### config.mk
export PLATFORM = sky130hd
export DESIGN_NAME = axi_lite_decoder_1ton_flat
export DESIGN_NICKNAME = d
export VERILOG_FILES = /design/src/rtl/axi_lite_decoder_1ton_if.sv /design/src/rtl/axi_lite_decoder_1ton.sv /design/src/flat_wrapper.sv
export SDC_FILE = /design/constraint.sdc
export NUM_CORES = 1
export LEC_CHECK = 0
export ABC_AREA = 0
export BUFFER_PORTS_ARGS = -buffer_cell sky130_fd_sc_hd__buf_2
export CAP_MARGIN = 30
export CORE_AREA = 2 2 133 135
export DETAILED_ROUTE_END_ITERATION = 16
export DIE_AREA = 0 0 135 137
export MAX_ROUTING_LAYER = met4
export PLACE_DENSITY = 0.69
export RECOVER_POWER = 50
export REMOVE_ABC_BUFFERS = 1
export SLEW_MARGIN = 20
export SYNTH_ARGS = -nofsm -noshare
export SYNTH_HDL_FRONTEND = slang
export SYNTH_SLANG_ARGS = --single-unit
### constraint.sdc
create_clock -name aclk -period 1.6 [get_ports aclk]
set_clock_uncertainty 0.1 [all_clocks]
set_input_delay 0 -clock aclk [delete_from_list [all_inputs] [get_ports aclk]]
set_output_delay 0 -clock aclk [all_outputs]
set_load 0.02 [all_outputs]
### src/rtl/axi_lite_decoder_1ton_if.sv
// Bus bundle for the 1-to-N AXI4-Lite decoder: upstream master channel (s_*) and broadcast/per-slave downstream channel (m_*).
// Modport "master" is the decoder's view (it masters the downstream slaves); "slave" is the surrounding environment's view.
interface axi_lite_decoder_1ton_if #(
    parameter int NUM_SLAVES = 2,
    parameter int ADDR_W     = 32,
    parameter int DATA_W     = 32
);
    logic [ADDR_W-1:0]            s_awaddr;
    logic                         s_awvalid;
    logic                         s_awready;
    logic [DATA_W-1:0]            s_wdata;
    logic [DATA_W/8-1:0]          s_wstrb;
    logic                         s_wvalid;
    logic                         s_wready;
    logic [1:0]                   s_bresp;
    logic                         s_bvalid;
    logic                         s_bready;
    logic [ADDR_W-1:0]            s_araddr;
    logic                         s_arvalid;
    logic                         s_arready;
    logic [DATA_W-1:0]            s_rdata;
    logic [1:0]                   s_rresp;
    logic                         s_rvalid;
    logic                         s_rready;

    logic [ADDR_W-1:0]            m_awaddr;
    logic [DATA_W-1:0]            m_wdata;
    logic [DATA_W/8-1:0]          m_wstrb;
    logic [ADDR_W-1:0]            m_araddr;
    logic [NUM_SLAVES-1:0]        m_awvalid;
    logic [NUM_SLAVES-1:0]        m_awready;
    logic [NUM_SLAVES-1:0]        m_wvalid;
    logic [NUM_SLAVES-1:0]        m_wready;
    logic [NUM_SLAVES-1:0]        m_arvalid;
    logic [NUM_SLAVES-1:0]        m_arready;
    logic [NUM_SLAVES-1:0]        m_bvalid;
    logic [NUM_SLAVES-1:0]        m_bready;
    logic [NUM_SLAVES-1:0]        m_rvalid;
    logic [NUM_SLAVES-1:0]        m_rready;
    logic [NUM_SLAVES*2-1:0]      m_bresp;
    logic [NUM_SLAVES*2-1:0]      m_rresp;
    logic [NUM_SLAVES*DATA_W-1:0] m_rdata;

    modport master (
        input  s_awaddr, s_awvalid, s_wdata, s_wstrb, s_wvalid, s_bready,
        input  s_araddr, s_arvalid, s_rready,
        output s_awready, s_wready, s_bresp, s_bvalid, s_arready, s_rdata, s_rresp, s_rvalid,
        output m_awaddr, m_wdata, m_wstrb, m_araddr,
        output m_awvalid, m_wvalid, m_arvalid, m_bready, m_rready,
        input  m_awready, m_wready, m_arready, m_bvalid, m_rvalid, m_bresp, m_rresp, m_rdata
    );

    modport slave (
        output s_awaddr, s_awvalid, s_wdata, s_wstrb, s_wvalid, s_bready,
        output s_araddr, s_arvalid, s_rready,
        input  s_awready, s_wready, s_bresp, s_bvalid, s_arready, s_rdata, s_rresp, s_rvalid,
        input  m_awaddr, m_wdata, m_wstrb, m_araddr,
        input  m_awvalid, m_wvalid, m_arvalid, m_bready, m_rready,
        output m_awready, m_wready, m_arready, m_bvalid, m_rvalid, m_bresp, m_rresp, m_rdata
    );
endinterface

### src/rtl/axi_lite_decoder_1ton.sv
// AXI4-Lite 1-master-to-N-slave decoder with latched per-transaction select and independent read/write FSMs.
// Optional watchdog (SLVERR on stuck slave, sticky timeout_err, late-response absorption) enabled by AXIL_DEC_TIMEOUT_EN.
module axi_lite_decoder_1ton #(
    parameter int                          NUM_SLAVES     = 2,
    parameter int                          ADDR_W         = 32,
    parameter int                          DATA_W         = 32,
    parameter logic [NUM_SLAVES*ADDR_W-1:0] BASE_ADDRS    = {32'h0000_0300, 32'h0000_0000},
    parameter logic [NUM_SLAVES*ADDR_W-1:0] ADDR_MASKS    = {32'hFFFF_FF00, 32'hFFFF_FE00},
    parameter int                          TIMEOUT_CYCLES = 256
) (
    input  logic                     aclk,
    input  logic                     aresetn,
    axi_lite_decoder_1ton_if.master  bus,
    output logic                     timeout_err
);
    localparam int STRB_W = DATA_W / 8;
    localparam int SEL_W  = (NUM_SLAVES > 1) ? $clog2(NUM_SLAVES) : 1;

    if (NUM_SLAVES < 1 || NUM_SLAVES > 8 || TIMEOUT_CYCLES < 2) begin : g_bad_params
        $error("axi_lite_decoder_1ton: unsupported NUM_SLAVES or TIMEOUT_CYCLES");
    end

    typedef enum logic [1:0] {W_IDLE, W_FWD, W_RESP, W_ERR} w_state_t;
    typedef enum logic [1:0] {R_IDLE, R_FWD, R_RESP, R_ERR} r_state_t;

    // Lowest index wins on overlapping windows: scan downwards so the last hit is the smallest index.
    function automatic logic [SEL_W:0] decode(input logic [ADDR_W-1:0] addr);
        logic [SEL_W:0] res;
        res = '0;
        for (int i = NUM_SLAVES - 1; i >= 0; i--) begin
            if ((addr & ADDR_MASKS[i*ADDR_W +: ADDR_W]) == BASE_ADDRS[i*ADDR_W +: ADDR_W])
                res = {1'b1, SEL_W'(i)};
        end
        return res;
    endfunction

    w_state_t              w_state_q, w_state_d;
    r_state_t              r_state_q, r_state_d;
    logic                  aw_got_q, aw_got_d, w_got_q, w_got_d;
    logic [ADDR_W-1:0]     awaddr_q, awaddr_d, araddr_q, araddr_d;
    logic [DATA_W-1:0]     wdata_q, wdata_d;
    logic [STRB_W-1:0]     wstrb_q, wstrb_d;
    logic [SEL_W-1:0]      wsel_q, wsel_d, rsel_q, rsel_d;
    logic                  whit_q, whit_d, rhit_q, rhit_d;
    logic                  awready_q, awready_d, wready_q, wready_d, arready_q, arready_d;
    logic                  m_awv_q, m_awv_d, m_wv_q, m_wv_d, m_arv_q, m_arv_d;
    logic                  s_bvalid_c, s_rvalid_c;
    logic [1:0]            s_bresp_c, s_rresp_c, w_err_resp, r_err_resp;
    logic [DATA_W-1:0]     s_rdata_c;
    logic [NUM_SLAVES-1:0] w_bready, r_rready, wstale, rstale;

`ifdef AXIL_DEC_TIMEOUT_EN
    localparam int CNT_W = $clog2(TIMEOUT_CYCLES + 1);
    logic [CNT_W-1:0]      wcnt_q, wcnt_d, rcnt_q, rcnt_d;
    logic                  wto_q, wto_d, rto_q, rto_d, w_to_evt, r_to_evt;
    logic [NUM_SLAVES-1:0] wstale_q, wstale_d, rstale_q, rstale_d;
    logic                  timeout_err_q, timeout_err_d;
    assign w_err_resp  = wto_q ? 2'b10 : 2'b11;
    assign r_err_resp  = rto_q ? 2'b10 : 2'b11;
    assign wstale      = wstale_q;
    assign rstale      = rstale_q;
    assign timeout_err = timeout_err_q;
`else
    assign w_err_resp  = 2'b11;
    assign r_err_resp  = 2'b11;
    assign wstale      = '0;
    assign rstale      = '0;
    assign timeout_err = 1'b0;
`endif

    always_comb begin
        w_state_d  = w_state_q;
        aw_got_d   = aw_got_q;
        w_got_d    = w_got_q;
        awaddr_d   = awaddr_q;
        wdata_d    = wdata_q;
        wstrb_d    = wstrb_q;
        wsel_d     = wsel_q;
        whit_d     = whit_q;
        m_awv_d    = m_awv_q;
        m_wv_d     = m_wv_q;
        s_bvalid_c = 1'b0;
        s_bresp_c  = 2'b00;
        w_bready   = '0;
        unique case (w_state_q)
            W_IDLE: begin
                if (bus.s_awvalid && awready_q) begin
                    aw_got_d         = 1'b1;
                    awaddr_d         = bus.s_awaddr;
                    {whit_d, wsel_d} = decode(bus.s_awaddr);
                end
                if (bus.s_wvalid && wready_q) begin
                    w_got_d = 1'b1;
                    wdata_d = bus.s_wdata;
                    wstrb_d = bus.s_wstrb;
                end
                if (aw_got_d && w_got_d) begin
                    aw_got_d = 1'b0;
                    w_got_d  = 1'b0;
                    if (whit_d) begin
                        w_state_d = W_FWD;
                        m_awv_d   = 1'b1;
                        m_wv_d    = 1'b1;
                    end else begin
                        w_state_d = W_ERR;
                    end
                end
            end
            W_FWD: begin
                if (m_awv_q && bus.m_awready[wsel_q]) m_awv_d = 1'b0;
                if (m_wv_q && bus.m_wready[wsel_q])   m_wv_d  = 1'b0;
                if (!m_awv_d && !m_wv_d) w_state_d = W_RESP;
            end
            W_RESP: begin
                s_bvalid_c       = bus.m_bvalid[wsel_q];
                s_bresp_c        = bus.m_bresp[int'(wsel_q)*2 +: 2];
                w_bready[wsel_q] = bus.s_bready;
                if (s_bvalid_c && bus.s_bready) w_state_d = W_IDLE;
            end
            default: begin
                s_bvalid_c = 1'b1;
                s_bresp_c  = w_err_resp;
                if (bus.s_bready) w_state_d = W_IDLE;
            end
        endcase
`ifdef AXIL_DEC_TIMEOUT_EN
        w_to_evt = 1'b0;
        wto_d    = (w_state_q == W_ERR && w_state_d == W_IDLE) ? 1'b0 : wto_q;
        wstale_d = wstale_q & ~bus.m_bvalid;
        if ((w_state_q == W_FWD || w_state_q == W_RESP) && w_state_d == w_state_q &&
            wcnt_q == CNT_W'(TIMEOUT_CYCLES - 1)) begin
            w_state_d        = W_ERR;
            m_awv_d          = 1'b0;
            m_wv_d           = 1'b0;
            wto_d            = 1'b1;
            wstale_d[wsel_q] = 1'b1;
            w_to_evt         = 1'b1;
        end
        if (w_state_d != w_state_q)                         wcnt_d = '0;
        else if (w_state_q == W_FWD || w_state_q == W_RESP) wcnt_d = wcnt_q + CNT_W'(1);
        else                                                wcnt_d = '0;
`endif
        awready_d = (w_state_d == W_IDLE) && !aw_got_d;
        wready_d  = (w_state_d == W_IDLE) && !w_got_d;
    end

    always_comb begin
        r_state_d  = r_state_q;
        araddr_d   = araddr_q;
        rsel_d     = rsel_q;
        rhit_d     = rhit_q;
        m_arv_d    = m_arv_q;
        s_rvalid_c = 1'b0;
        s_rresp_c  = 2'b00;
        s_rdata_c  = '0;
        r_rready   = '0;
        unique case (r_state_q)
            R_IDLE: begin
                if (bus.s_arvalid && arready_q) begin
                    araddr_d         = bus.s_araddr;
                    {rhit_d, rsel_d} = decode(bus.s_araddr);
                    if (rhit_d) begin
                        r_state_d = R_FWD;
                        m_arv_d   = 1'b1;
                    end else begin
                        r_state_d = R_ERR;
                    end
                end
            end
            R_FWD: begin
                if (bus.m_arready[rsel_q]) begin
                    m_arv_d   = 1'b0;
                    r_state_d = R_RESP;
                end
            end
            R_RESP: begin
                // Data/resp follow the latched select only, so a stray rvalid elsewhere cannot leak through.
                s_rvalid_c       = bus.m_rvalid[rsel_q];
                s_rresp_c        = bus.m_rresp[int'(rsel_q)*2 +: 2];
                s_rdata_c        = bus.m_rdata[int'(rsel_q)*DATA_W +: DATA_W];
                r_rready[rsel_q] = bus.s_rready;
                if (s_rvalid_c && bus.s_rready) r_state_d = R_IDLE;
            end
            default: begin
                s_rvalid_c = 1'b1;
                s_rresp_c  = r_err_resp;
                if (bus.s_rready) r_state_d = R_IDLE;
            end
        endcase
`ifdef AXIL_DEC_TIMEOUT_EN
        r_to_evt = 1'b0;
        rto_d    = (r_state_q == R_ERR && r_state_d == R_IDLE) ? 1'b0 : rto_q;
        rstale_d = rstale_q & ~bus.m_rvalid;
        if ((r_state_q == R_FWD || r_state_q == R_RESP) && r_state_d == r_state_q &&
            rcnt_q == CNT_W'(TIMEOUT_CYCLES - 1)) begin
            r_state_d        = R_ERR;
            m_arv_d          = 1'b0;
            rto_d            = 1'b1;
            rstale_d[rsel_q] = 1'b1;
            r_to_evt         = 1'b1;
        end
        if (r_state_d != r_state_q)                         rcnt_d = '0;
        else if (r_state_q == R_FWD || r_state_q == R_RESP) rcnt_d = rcnt_q + CNT_W'(1);
        else                                                rcnt_d = '0;
        timeout_err_d = timeout_err_q | w_to_evt | r_to_evt;
`endif
        arready_d = (r_state_d == R_IDLE);
    end

    always_ff @(posedge aclk or negedge aresetn) begin
        if (!aresetn) begin
            w_state_q <= W_IDLE;
            r_state_q <= R_IDLE;
            aw_got_q  <= 1'b0;
            w_got_q   <= 1'b0;
            awaddr_q  <= '0;
            araddr_q  <= '0;
            wdata_q   <= '0;
            wstrb_q   <= '0;
            wsel_q    <= '0;
            rsel_q    <= '0;
            whit_q    <= 1'b0;
            rhit_q    <= 1'b0;
            awready_q <= 1'b0;
            wready_q  <= 1'b0;
            arready_q <= 1'b0;
            m_awv_q   <= 1'b0;
            m_wv_q    <= 1'b0;
            m_arv_q   <= 1'b0;
`ifdef AXIL_DEC_TIMEOUT_EN
            wcnt_q        <= '0;
            rcnt_q        <= '0;
            wto_q         <= 1'b0;
            rto_q         <= 1'b0;
            wstale_q      <= '0;
            rstale_q      <= '0;
            timeout_err_q <= 1'b0;
`endif
        end else begin
            w_state_q <= w_state_d;
            r_state_q <= r_state_d;
            aw_got_q  <= aw_got_d;
            w_got_q   <= w_got_d;
            awaddr_q  <= awaddr_d;
            araddr_q  <= araddr_d;
            wdata_q   <= wdata_d;
            wstrb_q   <= wstrb_d;
            wsel_q    <= wsel_d;
            rsel_q    <= rsel_d;
            whit_q    <= whit_d;
            rhit_q    <= rhit_d;
            awready_q <= awready_d;
            wready_q  <= wready_d;
            arready_q <= arready_d;
            m_awv_q   <= m_awv_d;
            m_wv_q    <= m_wv_d;
            m_arv_q   <= m_arv_d;
`ifdef AXIL_DEC_TIMEOUT_EN
            wcnt_q        <= wcnt_d;
            rcnt_q        <= rcnt_d;
            wto_q         <= wto_d;
            rto_q         <= rto_d;
            wstale_q      <= wstale_d;
            rstale_q      <= rstale_d;
            timeout_err_q <= timeout_err_d;
`endif
        end
    end

    assign bus.s_awready = awready_q;
    assign bus.s_wready  = wready_q;
    assign bus.s_arready = arready_q;
    assign bus.s_bvalid  = s_bvalid_c;
    assign bus.s_bresp   = s_bresp_c;
    assign bus.s_rvalid  = s_rvalid_c;
    assign bus.s_rresp   = s_rresp_c;
    assign bus.s_rdata   = s_rdata_c;
    assign bus.m_awaddr  = awaddr_q;
    assign bus.m_wdata   = wdata_q;
    assign bus.m_wstrb   = wstrb_q;
    assign bus.m_araddr  = araddr_q;
    assign bus.m_awvalid = {NUM_SLAVES{m_awv_q}} & (NUM_SLAVES'(1) << wsel_q);
    assign bus.m_wvalid  = {NUM_SLAVES{m_wv_q}}  & (NUM_SLAVES'(1) << wsel_q);
    assign bus.m_arvalid = {NUM_SLAVES{m_arv_q}} & (NUM_SLAVES'(1) << rsel_q);
    // Stale slaves get a forced ready so one late response is drained instead of hanging them.
    assign bus.m_bready  = w_bready | wstale;
    assign bus.m_rready  = r_rready | rstale;
endmodule

### src/flat_wrapper.sv
// flat-port wrapper written by rule: the top's interface ports become plain ports
module axi_lite_decoder_1ton_flat 
#(
    parameter int                          NUM_SLAVES     = 2,
    parameter int                          ADDR_W         = 32,
    parameter int                          DATA_W         = 32,
    parameter logic [NUM_SLAVES*ADDR_W-1:0] BASE_ADDRS    = {32'h0000_0300, 32'h0000_0000},
    parameter logic [NUM_SLAVES*ADDR_W-1:0] ADDR_MASKS    = {32'hFFFF_FF00, 32'hFFFF_FE00},
    parameter int                          TIMEOUT_CYCLES = 256
)
  (aclk, aresetn, timeout_err, bus_s_awaddr, bus_s_awvalid, bus_s_wdata, bus_s_wstrb, bus_s_wvalid, bus_s_bready, bus_s_araddr, bus_s_arvalid, bus_s_rready, bus_s_awready, bus_s_wready, bus_s_bresp, bus_s_bvalid, bus_s_arready, bus_s_rdata, bus_s_rresp, bus_s_rvalid, bus_m_awaddr, bus_m_wdata, bus_m_wstrb, bus_m_araddr, bus_m_awvalid, bus_m_wvalid, bus_m_arvalid, bus_m_bready, bus_m_rready, bus_m_awready, bus_m_wready, bus_m_arready, bus_m_bvalid, bus_m_rvalid, bus_m_bresp, bus_m_rresp, bus_m_rdata);
  axi_lite_decoder_1ton_if #(.NUM_SLAVES(NUM_SLAVES), .ADDR_W(ADDR_W), .DATA_W(DATA_W)) bus_i ();
  input  logic aclk;
  input  logic aresetn;
  output logic timeout_err;
  input wire logic [$bits(bus_i.s_awaddr)-1:0] bus_s_awaddr;
  input wire logic [$bits(bus_i.s_awvalid)-1:0] bus_s_awvalid;
  input wire logic [$bits(bus_i.s_wdata)-1:0] bus_s_wdata;
  input wire logic [$bits(bus_i.s_wstrb)-1:0] bus_s_wstrb;
  input wire logic [$bits(bus_i.s_wvalid)-1:0] bus_s_wvalid;
  input wire logic [$bits(bus_i.s_bready)-1:0] bus_s_bready;
  input wire logic [$bits(bus_i.s_araddr)-1:0] bus_s_araddr;
  input wire logic [$bits(bus_i.s_arvalid)-1:0] bus_s_arvalid;
  input wire logic [$bits(bus_i.s_rready)-1:0] bus_s_rready;
  output wire logic [$bits(bus_i.s_awready)-1:0] bus_s_awready;
  output wire logic [$bits(bus_i.s_wready)-1:0] bus_s_wready;
  output wire logic [$bits(bus_i.s_bresp)-1:0] bus_s_bresp;
  output wire logic [$bits(bus_i.s_bvalid)-1:0] bus_s_bvalid;
  output wire logic [$bits(bus_i.s_arready)-1:0] bus_s_arready;
  output wire logic [$bits(bus_i.s_rdata)-1:0] bus_s_rdata;
  output wire logic [$bits(bus_i.s_rresp)-1:0] bus_s_rresp;
  output wire logic [$bits(bus_i.s_rvalid)-1:0] bus_s_rvalid;
  output wire logic [$bits(bus_i.m_awaddr)-1:0] bus_m_awaddr;
  output wire logic [$bits(bus_i.m_wdata)-1:0] bus_m_wdata;
  output wire logic [$bits(bus_i.m_wstrb)-1:0] bus_m_wstrb;
  output wire logic [$bits(bus_i.m_araddr)-1:0] bus_m_araddr;
  output wire logic [$bits(bus_i.m_awvalid)-1:0] bus_m_awvalid;
  output wire logic [$bits(bus_i.m_wvalid)-1:0] bus_m_wvalid;
  output wire logic [$bits(bus_i.m_arvalid)-1:0] bus_m_arvalid;
  output wire logic [$bits(bus_i.m_bready)-1:0] bus_m_bready;
  output wire logic [$bits(bus_i.m_rready)-1:0] bus_m_rready;
  input wire logic [$bits(bus_i.m_awready)-1:0] bus_m_awready;
  input wire logic [$bits(bus_i.m_wready)-1:0] bus_m_wready;
  input wire logic [$bits(bus_i.m_arready)-1:0] bus_m_arready;
  input wire logic [$bits(bus_i.m_bvalid)-1:0] bus_m_bvalid;
  input wire logic [$bits(bus_i.m_rvalid)-1:0] bus_m_rvalid;
  input wire logic [$bits(bus_i.m_bresp)-1:0] bus_m_bresp;
  input wire logic [$bits(bus_i.m_rresp)-1:0] bus_m_rresp;
  input wire logic [$bits(bus_i.m_rdata)-1:0] bus_m_rdata;
  assign bus_i.s_awaddr = bus_s_awaddr;
  assign bus_i.s_awvalid = bus_s_awvalid;
  assign bus_i.s_wdata = bus_s_wdata;
  assign bus_i.s_wstrb = bus_s_wstrb;
  assign bus_i.s_wvalid = bus_s_wvalid;
  assign bus_i.s_bready = bus_s_bready;
  assign bus_i.s_araddr = bus_s_araddr;
  assign bus_i.s_arvalid = bus_s_arvalid;
  assign bus_i.s_rready = bus_s_rready;
  assign bus_s_awready = bus_i.s_awready;
  assign bus_s_wready = bus_i.s_wready;
  assign bus_s_bresp = bus_i.s_bresp;
  assign bus_s_bvalid = bus_i.s_bvalid;
  assign bus_s_arready = bus_i.s_arready;
  assign bus_s_rdata = bus_i.s_rdata;
  assign bus_s_rresp = bus_i.s_rresp;
  assign bus_s_rvalid = bus_i.s_rvalid;
  assign bus_m_awaddr = bus_i.m_awaddr;
  assign bus_m_wdata = bus_i.m_wdata;
  assign bus_m_wstrb = bus_i.m_wstrb;
  assign bus_m_araddr = bus_i.m_araddr;
  assign bus_m_awvalid = bus_i.m_awvalid;
  assign bus_m_wvalid = bus_i.m_wvalid;
  assign bus_m_arvalid = bus_i.m_arvalid;
  assign bus_m_bready = bus_i.m_bready;
  assign bus_m_rready = bus_i.m_rready;
  assign bus_i.m_awready = bus_m_awready;
  assign bus_i.m_wready = bus_m_wready;
  assign bus_i.m_arready = bus_m_arready;
  assign bus_i.m_bvalid = bus_m_bvalid;
  assign bus_i.m_rvalid = bus_m_rvalid;
  assign bus_i.m_bresp = bus_m_bresp;
  assign bus_i.m_rresp = bus_m_rresp;
  assign bus_i.m_rdata = bus_m_rdata;
  axi_lite_decoder_1ton #(.NUM_SLAVES(NUM_SLAVES), .ADDR_W(ADDR_W), .DATA_W(DATA_W), .BASE_ADDRS(BASE_ADDRS), .ADDR_MASKS(ADDR_MASKS), .TIMEOUT_CYCLES(TIMEOUT_CYCLES)) u_core (.aclk(aclk), .aresetn(aresetn), .bus(bus_i), .timeout_err(timeout_err));
endmodule
## Word-level counts from Yosys, hierarchy flattened

Index checks and enable logic that the tools add are counted.

- Register bits: 115
- Input bits: 189
- Logic and storage cells: 135

- Order comparisons: 4
- Equal/unequal tests: 11
- Shift operators: 5
- Mux-type cells: 61
- Bitwise logic cells: 5
- Reductions and logical operators: 32

Operators by type and width:

| operator | number |
|---|---|
| zero test 32 bit | 2 |
| variable part select 64 x 7 -> 32 bit | 1 |
| == test 24 x 2 -> 1 bit (second input constant) | 2 |
| 2-to-1 mux 2 bit | 18 |
| 2-to-1 mux 32 bit | 1 |
| 2-to-1 mux 1 bit | 31 |
| logical AND 1 bit | 13 |
| one-hot mux 2 bit (3 select lines) | 2 |
| AND 2 bit | 5 |
| one-hot mux 1 bit (2 select lines) | 5 |
| zero test 2 bit | 4 |
| != test 2 x 1 -> 1 bit (second input constant) | 4 |
| one-hot mux 2 bit (2 select lines) | 2 |
| variable part select 4 x 3 -> 2 bit | 2 |
| AND reduction 2 bit | 3 |
| == test 2 x 1 -> 1 bit (second input constant) | 2 |
| == test 2 bit (second input constant) | 2 |
| zero test 1 bit | 4 |
| less-than comparator 1 x 2 -> 1 bit (second input constant) | 2 |
| AND reduction 4 bit | 1 |
| nonzero test 2 bit | 2 |
| OR reduction 2 bit | 2 |
| left shift 1 x 1 -> 2 bit (first input constant) | 2 |
| AND reduction 3 bit | 1 |
| 3 further kinds | 5 |

## Logic depth before layout (Yosys ltp)

Gate-level depths: netlist of the first run.

- Word-level depth: 11
- Depth in mapped cells: 7
- Gate-level depth less buffers: 4

## Worst setup path after synthesis of the first run

No wires, ideal clock.

- Kind: register -> register
- Start point: register u_core.w_state_q[1]
- End point: register u_core.wdata_q[0], in the netlist u_core.bus.m_wdata[0]
- Data arrival time: 1284 ps
- Required time: 1375 ps
- Slack: 91 ps
- Cell stages (with the launch flop): 6
- Buffers on the path: 2
- Period minus slack after synthesis: 1509 ps
- Cell sequence: dfrtp_1 > nor2_1 > and3_1 > buf_6 > buf_6 > mux2_4

- Word-level cells in the longest chain between the ends: 2

RTL lines:

| element | RTL line | text |
|---|---|---|
| start, declared | axi_lite_decoder_1ton.sv:37 | `w_state_t w_state_q, w_state_d;` |
| start signal, assigned | axi_lite_decoder_1ton.sv:240 | `w_state_q <= w_state_d;` |
| zero test 2 bit | axi_lite_decoder_1ton.sv:85 | `unique case (w_state_q)` |
| AND reduction 2 bit (no source line) | n/a |  |
| end signal, assigned | axi_lite_decoder_1ton.sv:246 | `wdata_q <= wdata_d;` |
| end, declared | axi_lite_decoder_1ton.sv:41 | `logic [DATA_W-1:0] wdata_q, wdata_d;` |

No other way between the ends.
A chain may end at the register's enable or synchronous reset.

## Worst setup path after layout of the first run

- Start point: register u_core.rsel_q
- End point: output port bus_s_rresp[0]

- Word-level cells in the longest chain between the ends: 2

RTL lines:

| element | RTL line | text |
|---|---|---|
| start, declared | axi_lite_decoder_1ton.sv:43 | `logic [SEL_W-1:0] wsel_q, wsel_d, rsel_q, rsel_d;` |
| start signal, assigned | axi_lite_decoder_1ton.sv:249 | `rsel_q <= rsel_d;` |
| variable part select 4 x 3 -> 2 bit | axi_lite_decoder_1ton.sv:179 | `s_rresp_c = bus.m_rresp[int'(rsel_q)*2 +: 2];` |
| one-hot mux 2 bit (2 select lines) | axi_lite_decoder_1ton.sv:157 | `unique case (r_state_q)` |
| end, declared | flat_wrapper.sv:31 | `output wire logic [$bits(bus_i.s_rresp)-1:0] bus_s_rresp;` |

No other way between the ends.

==> reports/qor.yml, run 1 <==
first_pass_iters: 4
hp-class: "primary input to flop"
max_freq_mhz: 585
synth_area_um2: 5390
use_met3_pct: 6.74
clkTransAtPathRegs_ns: 0.06
vias: 5786
worst_pin_slew_ns: 1.02
grt_antenna_before_repair: 3
grt_pass1_vias: 6023
ir_drop_mv: 0.994
gp_congestion: 0.836
syn_area_per_cell_um2: 9.99
io_pins: 341
instances_no_fill: 1254
top_usage_layer: "met2"
netlist_instances: 539
cts_made_buffers: 17
grt_pass1_wl_um: 31600
synth_cell_types: 40
routedWlPerCell_um: 16.8
arrival_ns: 1.61
crit_required_ns: 1.50
overflow: 0
yosysTopAreaCell: "dfrtp_1"
period_needed_ns: 1.71
postPlaceCellArea_um2: 7460
yosys_warnings: 0
synth_edf_count: 0
cts_tree: "built"
route.detailed.drc: 0
viasPerCell: 4.61
finalWorstSetupSlack_ns: -0.108
violations: "negative setup slack"
die_y_um: 137
grt_max_degree: 75
final-max-slew-violation-count: 0
rows: 48
powerDensity_nw_per_um2: 1780
antenna_left: 0
synth.top_cells.by_area: "dfrtp_1, nand2_1, mux2_4, mux2i_1, nor2_1"
dp_cells: 1098
nFillCells: 1520
synthArstFlopShare_pct: 100
gr-usage-met2_pct: 41.1
cts_buffer_depth: 2
clk_latency_ns: 0.42
synth_common_cells: "nand2_1, dfrtp_1, nor2_1"
synth_top_area_share_pct: 53.4
grt_usage_pct: 23.1
final_cell_area_um2: 9380
post-route-period-util_pct: 107
max_cap_violations: 0
htree_num_levels: 4
wirelength_um: 21100
grt_use_met1_pct: 22.6
timing_worst_setup_path_type: "flop to output port"
rsz0062_at_grt: "true"
finalSetupViolations: 23
outcome: "finished, violations left"
crit_fanout: 6
cp-end-kind: "output port"
layout.nets: 1202
ys_seq_elements: 115
slew_headroom_pct: 32.1
drive_gt1_share_pct: 40.4
syn2layout_area_growth_pct: 74.3
core_region_area_um2: 17100
drtIter0Drc: 192
root_buffer: "clkbuf_16"
hpwl_um: 14900
portBuffers: 339
final-hold-violation-count: 0
cts.sinks: 115
synth.most_common_cell: "nand2_1"
initial_utilization_pct: 31.6
ys_seq_area_share_pct: 53.4
r2r_slack_ns: 0.05
critPathLaunchType: "flop"
leakage_nw: 4.73
ys.flop_type: "dfrtp_1"
dieArea_um2: 18500
die_x_um: 135
-- routing by layer --
metal / vias up / share of wire [%] / wire, µm
li1: 2729 / - / -
met1: 2727 / 35 / 7480
met2: 270 / 53 / 11200
met3: 60 / 7.2 / 1530
met4: 0 / 4.1 / 868
met5: - / 0 / 0
-- path summary, 6_finish.rpt --
check                                                    start                                   to  depth (start not counted)
setup / recovery                     u_core.rsel_q$_DFFE_PN0P_                       bus_s_rresp[0]                          4
hold / removal                                 bus_m_rvalid[0]        u_core.r_state_q[1]$_DFF_PN0_                          5
setup reg to reg                 u_core.w_state_q[0]$_DFF_PN0_   u_core.bus.m_wdata[12]$_DFFE_PN0P_                          4
hold reg to reg            u_core.bus.m_araddr[24]$_DFFE_PN0P_  u_core.bus.m_araddr[24]$_DFFE_PN0P_                          2
max in group asynchronous                              aresetn            u_core.rsel_q$_DFFE_PN0P_                          4
min in group asynchronous                              aresetn  u_core.bus.m_awaddr[23]$_DFFE_PN0P_                          3
-- through the flow --
| stage | setup TNS (ns) | setup WS, ns | utilization, % | hold WS, ns | total power [mW] |
|---|---|---|---|---|---|
| global route | -2.68 | -0.158 | 55.0 | 0.0764 | 17.7 |
| CTS | -1.46 | -0.131 | 54.6 | 0.0287 | 16.7 |
| floorplan | -68.07 | -1.02 | - | -0.396 | 9.45 |
| detailed placement | 0 | 0.0209 | 43.8 | -0.0933 | 12.6 |
| finish | -1.05 | -0.108 | 55.0 | 0.0560 | 16.7 |
| global placement | 0 | 0.0252 | 43.8 | -0.0900 | 12.5 |
-- layout make-up --
| cell class | count | area, µm² | share of cell area [%] |
|---|---|---|---|
| diodes | 3 | 7.51 | 0.0800 |
| inverters | 3 | 11.3 | 0.120 |
| multi-input cells | 390 | 2460 | 26.2 |
| flip-flops and latches | 115 | 2880 | 30.7 |
| clock buffers | 21 | 460 | 4.91 |
| repair buffers | 486 | 3180 | 33.9 |
| clock inverters | 11 | 104 | 1.11 |
| well taps | 225 | 282 | 3.00 |
-- kinds of logic after synthesis --
kind of cell    Yosys count  synth area share [%]
other cells               1                0.0696
compound gates           30                  4.00
flops                   115                  53.4
simple gates            283                  21.8
mux                      76                  17.2
buf+inv                  34                  3.55
-- worst max-delay path: stages (launching register included) --
cell and delay, ns:
dfrtp_2 0.41, buf_6 0.14, mux2_2 0.32, o21a_1 0.18
buf_6 0.13
-- repair_timing --
| action | in CTS | in global routing |
|---|---|---|
| endpoints found under the hold margin | 228 | 0 |
| resized for setup | 31 | 38 |
| hold buffers | 113 | 0 |
| pin swaps | 1 | 4 |
| buffers inserted | 5 | 3 |
| setup endpoints to repair | 40 | 98 |
-- registers in the layout, indices dropped and copies added (netlist names), 2 cells and up --
signal and cells:
u_core.bus.m_araddr 32, u_core.bus.m_awaddr 32, u_core.bus.m_wdata 32, u_core.bus.m_wstrb 4, u_core.r_state_q 2, u_core.w_state_q 2
-- placed cells by master (no fill, tap or decap), types with 3 or more instances in the layout --
master / synthesis / layout
buf_2: 15 / 258
nand2_1: 203 / 203
dlygate4sd3_1: 0 / 113
dfrtp_1: 115 / 113
clkbuf_1: 8 / 58
buf_4: 4 / 38
nor2_1: 38 / 37
mux2_4: 30 / 33
mux2i_1: 35 / 29
clkbuf_16: 0 / 17
buf_6: 4 / 14
o21ai_0: 9 / 9
nor4_1: 11 / 8
mux2_2: 11 / 8
o21a_1: 7 / 7
nor2b_1: 7 / 6
nand3_1: 5 / 5
clkinvlp_4: 0 / 5
mux2i_2: 0 / 4
buf_12: 0 / 4
diode_2: 0 / 3
nor4_2: 0 / 3
and2_1: 3 / 3
clkbuf_4: 0 / 3
-- power by group --
part	total, mW	internal, mW	switching (mW)	leakage [nW]
combinational	8.02	3.19	4.83	3.05
clock	3.63	2.22	1.41	0.262
sequential	5.07	4.26	0.816	1.42
(Power assumes the default switching activity.)
==> run 2: changes to the inputs <==
==> constraint.sdc (replaced) <==
create_clock -name aclk -period 1.9 [get_ports aclk]
set_clock_uncertainty 0.1 [all_clocks]
set_input_delay 0 -clock aclk [delete_from_list [all_inputs] [get_ports aclk]]
set_output_delay 0 -clock aclk [all_outputs]
set_load 0.02 [all_outputs]
==> reports/qor.yml, run 2 (synthesis gave the netlist of run 1 again) <==
r2r_slack_ns: 0.1  # was 0.05 ns
max_cap_violations: 0  # unchanged
layout.nets: 1195  # was 1202
pre_cts_ws_ns: 0.232  # was 0.0209 ns
first_pass_iters: 4  # unchanged
die_y_um: 137  # unchanged
rows: 48  # unchanged
r2r_end: "u_core.bus.m_awaddr[26]$_DFFE_PN0P_"  # was u_core.bus.m_wdata[12]$_DFFE_PN0P_
initial_utilization_pct: 31.6  # unchanged
pwr-share-clk_pct: 23.0  # was 21.7%
finalWorstSetupSlack_ns: 0.0984  # was -0.108 ns
cts.sinks: 115  # unchanged
nFillCells: 1552  # was 1520
max_freq_mhz: 555
powerDensity_nw_per_um2: 1510  # was 1780 nW/µm²
portBuffers: 339  # unchanged
crit_fanout: 13  # was 6
final_cell_area_um2: 9070  # was 9380 µm²
crit_required_ns: 2.14  # was 1.50 ns
cts_made_buffers: 17  # unchanged
overflow: 0  # unchanged
ir_drop_mv: 0.722  # was 0.994 mV
dp_cells: 1091  # was 1098
cts_buffer_depth: 2  # unchanged
period_needed_ns: 1.80
drt-met1-wl_um: 7530  # was 7480 µm
rsz0062_at_grt: "false"  # was true
p_switching_mw: 5.86  # was 7.05 mW
worstReg2RegStart: "u_core.w_state_q[1]$_DFF_PN0_"  # was u_core.w_state_q[0]$_DFF_PN0_
cpMostUsedCell: "nand2_1"  # was buf_6
netSwitchingFraction_pct: 42.8  # was 42.2%
htree_num_levels: 4  # unchanged
clkTransAtPathRegs_ns: 0.06  # about the same
drive_gt1_share_pct: 33.6  # was 40.4%
wl_met2_um: 10800  # was 11200 µm
antenna_left: 0  # unchanged
slew_headroom_pct: 51.7  # was 32.1%
endpoint: "u_core.bus.m_awaddr[26]$_DFFE_PN0P_"  # was bus_s_rresp[0]
layout_commonest_cell: "buf_2"  # unchanged
root_buffer: "clkbuf_16"  # unchanged
viasPerCell: 4.60  # was 4.61
post-route-period-util_pct: 94.8
timing_worst_setup_path_type: "flop to flop"  # was flop to output port
outcome: "finished clean"  # was finished, violations left
drtIter0Drc: 185  # was 192
combinationalPowerShare_pct: 45.5  # was 48.0%
critPathLaunchType: "flop"  # unchanged
finalSetupViolations: 0  # was 23
internal-power_mw: 7.82  # was 9.67 mW
seq_power_share_pct: 31.5  # was 30.3%
grt_antenna_before_repair: 4  # was 3
postLayoutCoreUtil_pct: 53.2  # was 55.0%
worstPathCellList: "buf_4 -> nor3_4 -> nand2_1 -> dlygate4sd3_1 -> nand2_1"  # was buf_6 -> mux2_2 -> o21a_1 -> buf_6
hp-class: "primary input to flop"  # unchanged
cp-end-kind: "flop"  # was output port
dieArea_um2: 18500  # unchanged
route.detailed.drc: 0  # unchanged
highest-signal-layer: "met4"  # unchanged
mostFrequentLayoutCells: "buf_2, nand2_1, dlygate4sd3_1"  # was buf_2, nand2_1, dlygate4sd3_1, dfrtp_1, clkbuf_1
grt_pass1_vias: 5849  # was 6023
syn2layout_area_growth_pct: 68.5  # was 74.3%
cts_tree: "built"  # unchanged
reg2regPathDepth: 5  # was 4
slowest_delay_ns: 0.56  # was 0.41 ns
worst_pin_slew_ns: 0.724  # was 1.02 ns
vias: 5734  # was 5786
io_pins: 341  # unchanged
final-max-slew-violation-count: 0  # unchanged
grt_pass1_wl_um: 30800  # was 31600 µm
die_x_um: 135  # unchanged
routedWlPerCell_um: 16.5  # was 16.8 µm
gp_congestion: 0.861  # was 0.836
instances_no_fill: 1246  # was 1254
arrival_ns: 2.05  # was 1.61 ns
leakage_nw: 4.49  # was 4.73 nW
power_mw: 13.7  # was 16.7 mW
wirelength_um: 20600  # was 21100 µm
hpwl_um: 14600  # was 14900 µm
grt_max_degree: 46  # was 75
core_region_area_um2: 17100  # unchanged
crit_start: "u_core.w_state_q[1]$_DFF_PN0_"  # was u_core.rsel_q$_DFFE_PN0P_
timing.setup.tns_ns: 0  # was -1.05 ns
worst_hold_slack_ns: 0.0346  # was 0.0560 ns
met3_length_um: 1380  # was 1530 µm
postPlaceCellArea_um2: 7410  # was 7460 µm²
slowest_stage: "dlygate4sd3_1"  # was dfrtp_2
final-hold-violation-count: 0  # unchanged
grt_usage_pct: 22.6  # was 23.1%
clk_latency_ns: 0.41  # was 0.42 ns
[run 2: worst min path at each step]
stage                                          endpoint  cells past startpoint  slack [ns]            start
finish                    u_core.r_state_q[1]$_DFF_PN0_                      5        0.03  bus_m_rvalid[0]
global route              u_core.r_state_q[1]$_DFF_PN0_                      5        0.08  bus_m_rvalid[0]
CTS                       u_core.r_state_q[1]$_DFF_PN0_                      5        0.03  bus_m_rvalid[0]
detailed placement  u_core.bus.m_awaddr[26]$_DFFE_PN0P_                      1       -0.11          aresetn
global placement    u_core.bus.m_awaddr[23]$_DFFE_PN0P_                      1       -0.11          aresetn
floorplan                     u_core.aw_got_q$_DFF_PN0_                      0       -0.40          aresetn
[run 2: layout make-up]
type | count | area, µm² | share of cell area, %
timing repair buffer | 479 | 2980 | 32.8
sequential | 115 | 2880 | 31.8
multi-input combinational | 390 | 2340 | 25.8
clock buffer | 17 | 425 | 4.69
tap | 225 | 282 | 3.10
clock inverter | 14 | 153 | 1.68
inverter | 3 | 11.3 | 0.124
antenna | 3 | 7.51 | 0.0827
[run 2: worst max-delay path, delay by kind of cell, from the launching register on]
kind | cells | cell delay [ns]
buffers and inverters | 2 | 0.74
AND/OR/NAND/NOR | 3 | 0.53
flip-flops | 1 | 0.37
[run 2: metal layers]
layer / up-vias / global-route usage (%)
met3: 56 / 5.59
met1: 2699 / 22.9
met2: 264 / 40.0
li1: 2715 / -
met5: - / -
met4: 0 / 12.8
[run 2: timing repair]
action,4_1_cts,5_1_grt
hold endpoints to repair,230,0
gates resized for setup,1,5
hold buffers,117,0
setup buffers,4,0
endpoints found under the setup margin,3,28
pin swaps,0,0
[run 2: power groups by stage]
stage	clock network [mW]	logic [mW]	registers, mW
global route	3.35	6.70	4.44
CTS	3.22	6.52	4.24
finish	3.15	6.22	4.31
detailed placement	0	6.32	4.24
global placement	0	6.20	4.24
floorplan	0	2.41	5.55
==> run 3: changes to the inputs <==
--- a/config.mk
+++ b/config.mk
@@ -13,7 +13,7 @@
 export DIE_AREA = 0 0 135 137
 export MAX_ROUTING_LAYER = met4
 export PLACE_DENSITY = 0.69
-export RECOVER_POWER = 50
+export RECOVER_POWER = 100
 export REMOVE_ABC_BUFFERS = 1
 export SLEW_MARGIN = 20
 export SYNTH_ARGS = -nofsm -noshare
==> reports/qor.yml, run 3 (synthesis gave the netlist of run 1 again) <==
route.detailed.drc: 0  # unchanged
period_needed_ns: 1.82  # was 1.80 ns
max_cap_violations: 0  # unchanged
min_path_cells: 5  # unchanged
reg2regPathDepth: 5  # unchanged
final-max-slew-violation-count: 0  # unchanged
grt_antenna_before_repair: 4  # unchanged
wirelength_um: 20400  # was 20600 µm
layout.nets: 1195  # unchanged
viasPerCell: 4.58  # was 4.60
finalWorstSetupSlack_ns: 0.0800  # was 0.0984 ns
crit_fanout: 8  # was 13
critPathLaunchType: "flop"  # unchanged
portBuffers: 339  # unchanged
min-delay-start: "bus_m_rvalid[0]"  # unchanged
initial_utilization_pct: 31.6  # unchanged
cp-end-kind: "output port"  # was flop
cts_made_buffers: 17  # unchanged
worst_pin_slew_ns: 0.715  # was 0.724 ns
worstReg2RegStart: "u_core.w_state_q[1]$_DFF_PN0_"  # unchanged
max_freq_mhz: 549  # was 555 MHz
grt_pass1_vias: 5849  # unchanged
slew_headroom_pct: 52.3  # was 51.7%
clkTransAtPathRegs_ns: 0.06  # about the same
routedWlPerCell_um: 16.4  # was 16.5 µm
antenna_left: 0  # unchanged
r2r_end: "u_core.bus.m_awaddr[26]$_DFFE_PN0P_"  # unchanged
rows: 48  # unchanged
nFillCells: 1596  # was 1552
post-route-period-util_pct: 95.8  # was 94.8%
powerDensity_nw_per_um2: 1490  # was 1510 nW/µm²
layout_commonest_cell: "nand2_1"  # was buf_2
timing_worst_setup_path_type: "flop to output port"  # was flop to flop
dieArea_um2: 18500  # unchanged
clk_latency_ns: 0.40  # was 0.41 ns
postLayoutCoreUtil_pct: 52.4  # was 53.2%
hp-class: "primary input to flop"  # unchanged
cts_buffer_depth: 2  # unchanged
vias: 5712  # was 5734
first_pass_iters: 4  # unchanged
overflow: 0  # unchanged
core_region_area_um2: 17100  # unchanged
ir_drop_mv: 0.709  # was 0.722 mV
die_y_um: 137  # unchanged
grt_pass1_wl_um: 30800  # unchanged
io_pins: 341  # unchanged
rsz0062_at_grt: "false"  # unchanged
mostFrequentLayoutCells: "nand2_1, buf_2, dlygate4sd3_1"  # was buf_2, nand2_1, dlygate4sd3_1
grt_usage_pct: 22.6  # unchanged
hpwl_um: 14600  # unchanged
cts.sinks: 115  # unchanged
outcome: "finished clean"  # unchanged
syn2layout_area_growth_pct: 66.1  # was 68.5%
finalSetupViolations: 0  # unchanged
htree_num_levels: 4  # unchanged
drtIter0Drc: 199  # was 185
crit_required_ns: 1.80  # was 2.14 ns
hold-path-endpoint: "u_core.r_state_q[1]$_DFF_PN0_"  # unchanged
die_x_um: 135  # unchanged
leakage_nw: 4.34  # was 4.49 nW
gp_congestion: 0.861  # unchanged
root_buffer: "clkbuf_16"  # unchanged
r2r_slack_ns: 0.09  # was 0.1 ns
grt_max_degree: 46  # unchanged
drive_gt1_share_pct: 29.7  # was 33.6%
pre_cts_ws_ns: 0.232  # unchanged
cts_tree: "built"  # unchanged
arrival_ns: 1.72  # was 2.05 ns
final-hold-violation-count: 0  # unchanged
## run 3: stage by stage
step / instance area [µm²] / instances / hold slack [ns] / setup TNS [ns] / power [mW]
4_1_cts: 9210 / 1243 / 0.0278 / 0 / 14.0
2_1_floorplan: 5200 / 508 / -0.396 / -30.61 / 7.96
5_1_grt: 8940 / 1246 / 0.0788 / 0 / 14.1
3_5_place_dp: 7410 / 1091 / -0.108 / 0 / 10.6
3_3_place_gp: 7410 / 1091 / -0.106 / 0 / 10.4
6_report: 8940 / 1246 / 0.0349 / 0 / 13.3
## run 3: critical path, cell delays in order, from the launching register on
cell	delay, ns
dfrtp_2	0.42
clkbuf_4	0.24
mux2_2	0.35
o21a_1	0.16
buf_2	0.15
## run 3: worst max path at each step
| stage | startpoint | slack (ns) | cells after the start | to |
|---|---|---|---|---|
| after floorplan | u_core.w_state_q[1]$_DFF_PN0_ | -0.72 | 3 | u_core.bus.m_wdata[22]$_DFFE_PN0P_ |
| after global placement | u_core.w_state_q[1]$_DFF_PN0_ | 0.26 | 4 | u_core.bus.m_wdata[9]$_DFFE_PN0P_ |
| after detailed placement | u_core.w_state_q[1]$_DFF_PN0_ | 0.23 | 4 | u_core.bus.m_wstrb[0]$_DFFE_PN0P_ |
| after CTS | u_core.r_state_q[0]$_DFF_PN0_ | 0.02 | 4 | bus_m_rready[0] |
| after global routing | u_core.r_state_q[0]$_DFF_PN0_ | 0.007 | 4 | bus_s_rdata[5] |
| final | u_core.rsel_q$_DFFE_PN0P_ | 0.08 | 4 | bus_s_rresp[1] |
## run 3: where the power goes
group          switching [mW]  internal [mW]
clock network            1.21           1.94
logic                    3.91           1.98
registers               0.692           3.59
## run 3: layout make-up
| type | instances | area, µm² | area share [%] |
|---|---|---|---|
| Timing Repair Buffer | 479 | 2960 | 33.1 |
| Sequential cell | 115 | 2880 | 32.2 |
| Multi-Input combinational cell | 390 | 2230 | 24.9 |
| Clock buffer | 17 | 425 | 4.76 |
| Tap cell | 225 | 282 | 3.15 |
| Clock inverter | 14 | 153 | 1.71 |
| Inverter | 3 | 11.3 | 0.126 |
| Antenna cell | 3 | 7.51 | 0.0839 |
## run 3: metal layers
layer | wire, µm | track usage (%) | vias up
met5 | 0 | - | -
met4 | 852 | 12.8 | 0
met3 | 1350 | 5.59 | 51
met2 | 10800 | 40.0 | 249
met1 | 7460 | 22.9 | 2696
li1 | - | - | 2716
## run 3: what timing repair did
action,4_1_cts,5_1_grt
gates resized for setup,1,5
setup buffers,4,0
hold endpoints to repair,230,0
endpoints found under the setup margin,3,28
hold buffers,117,0
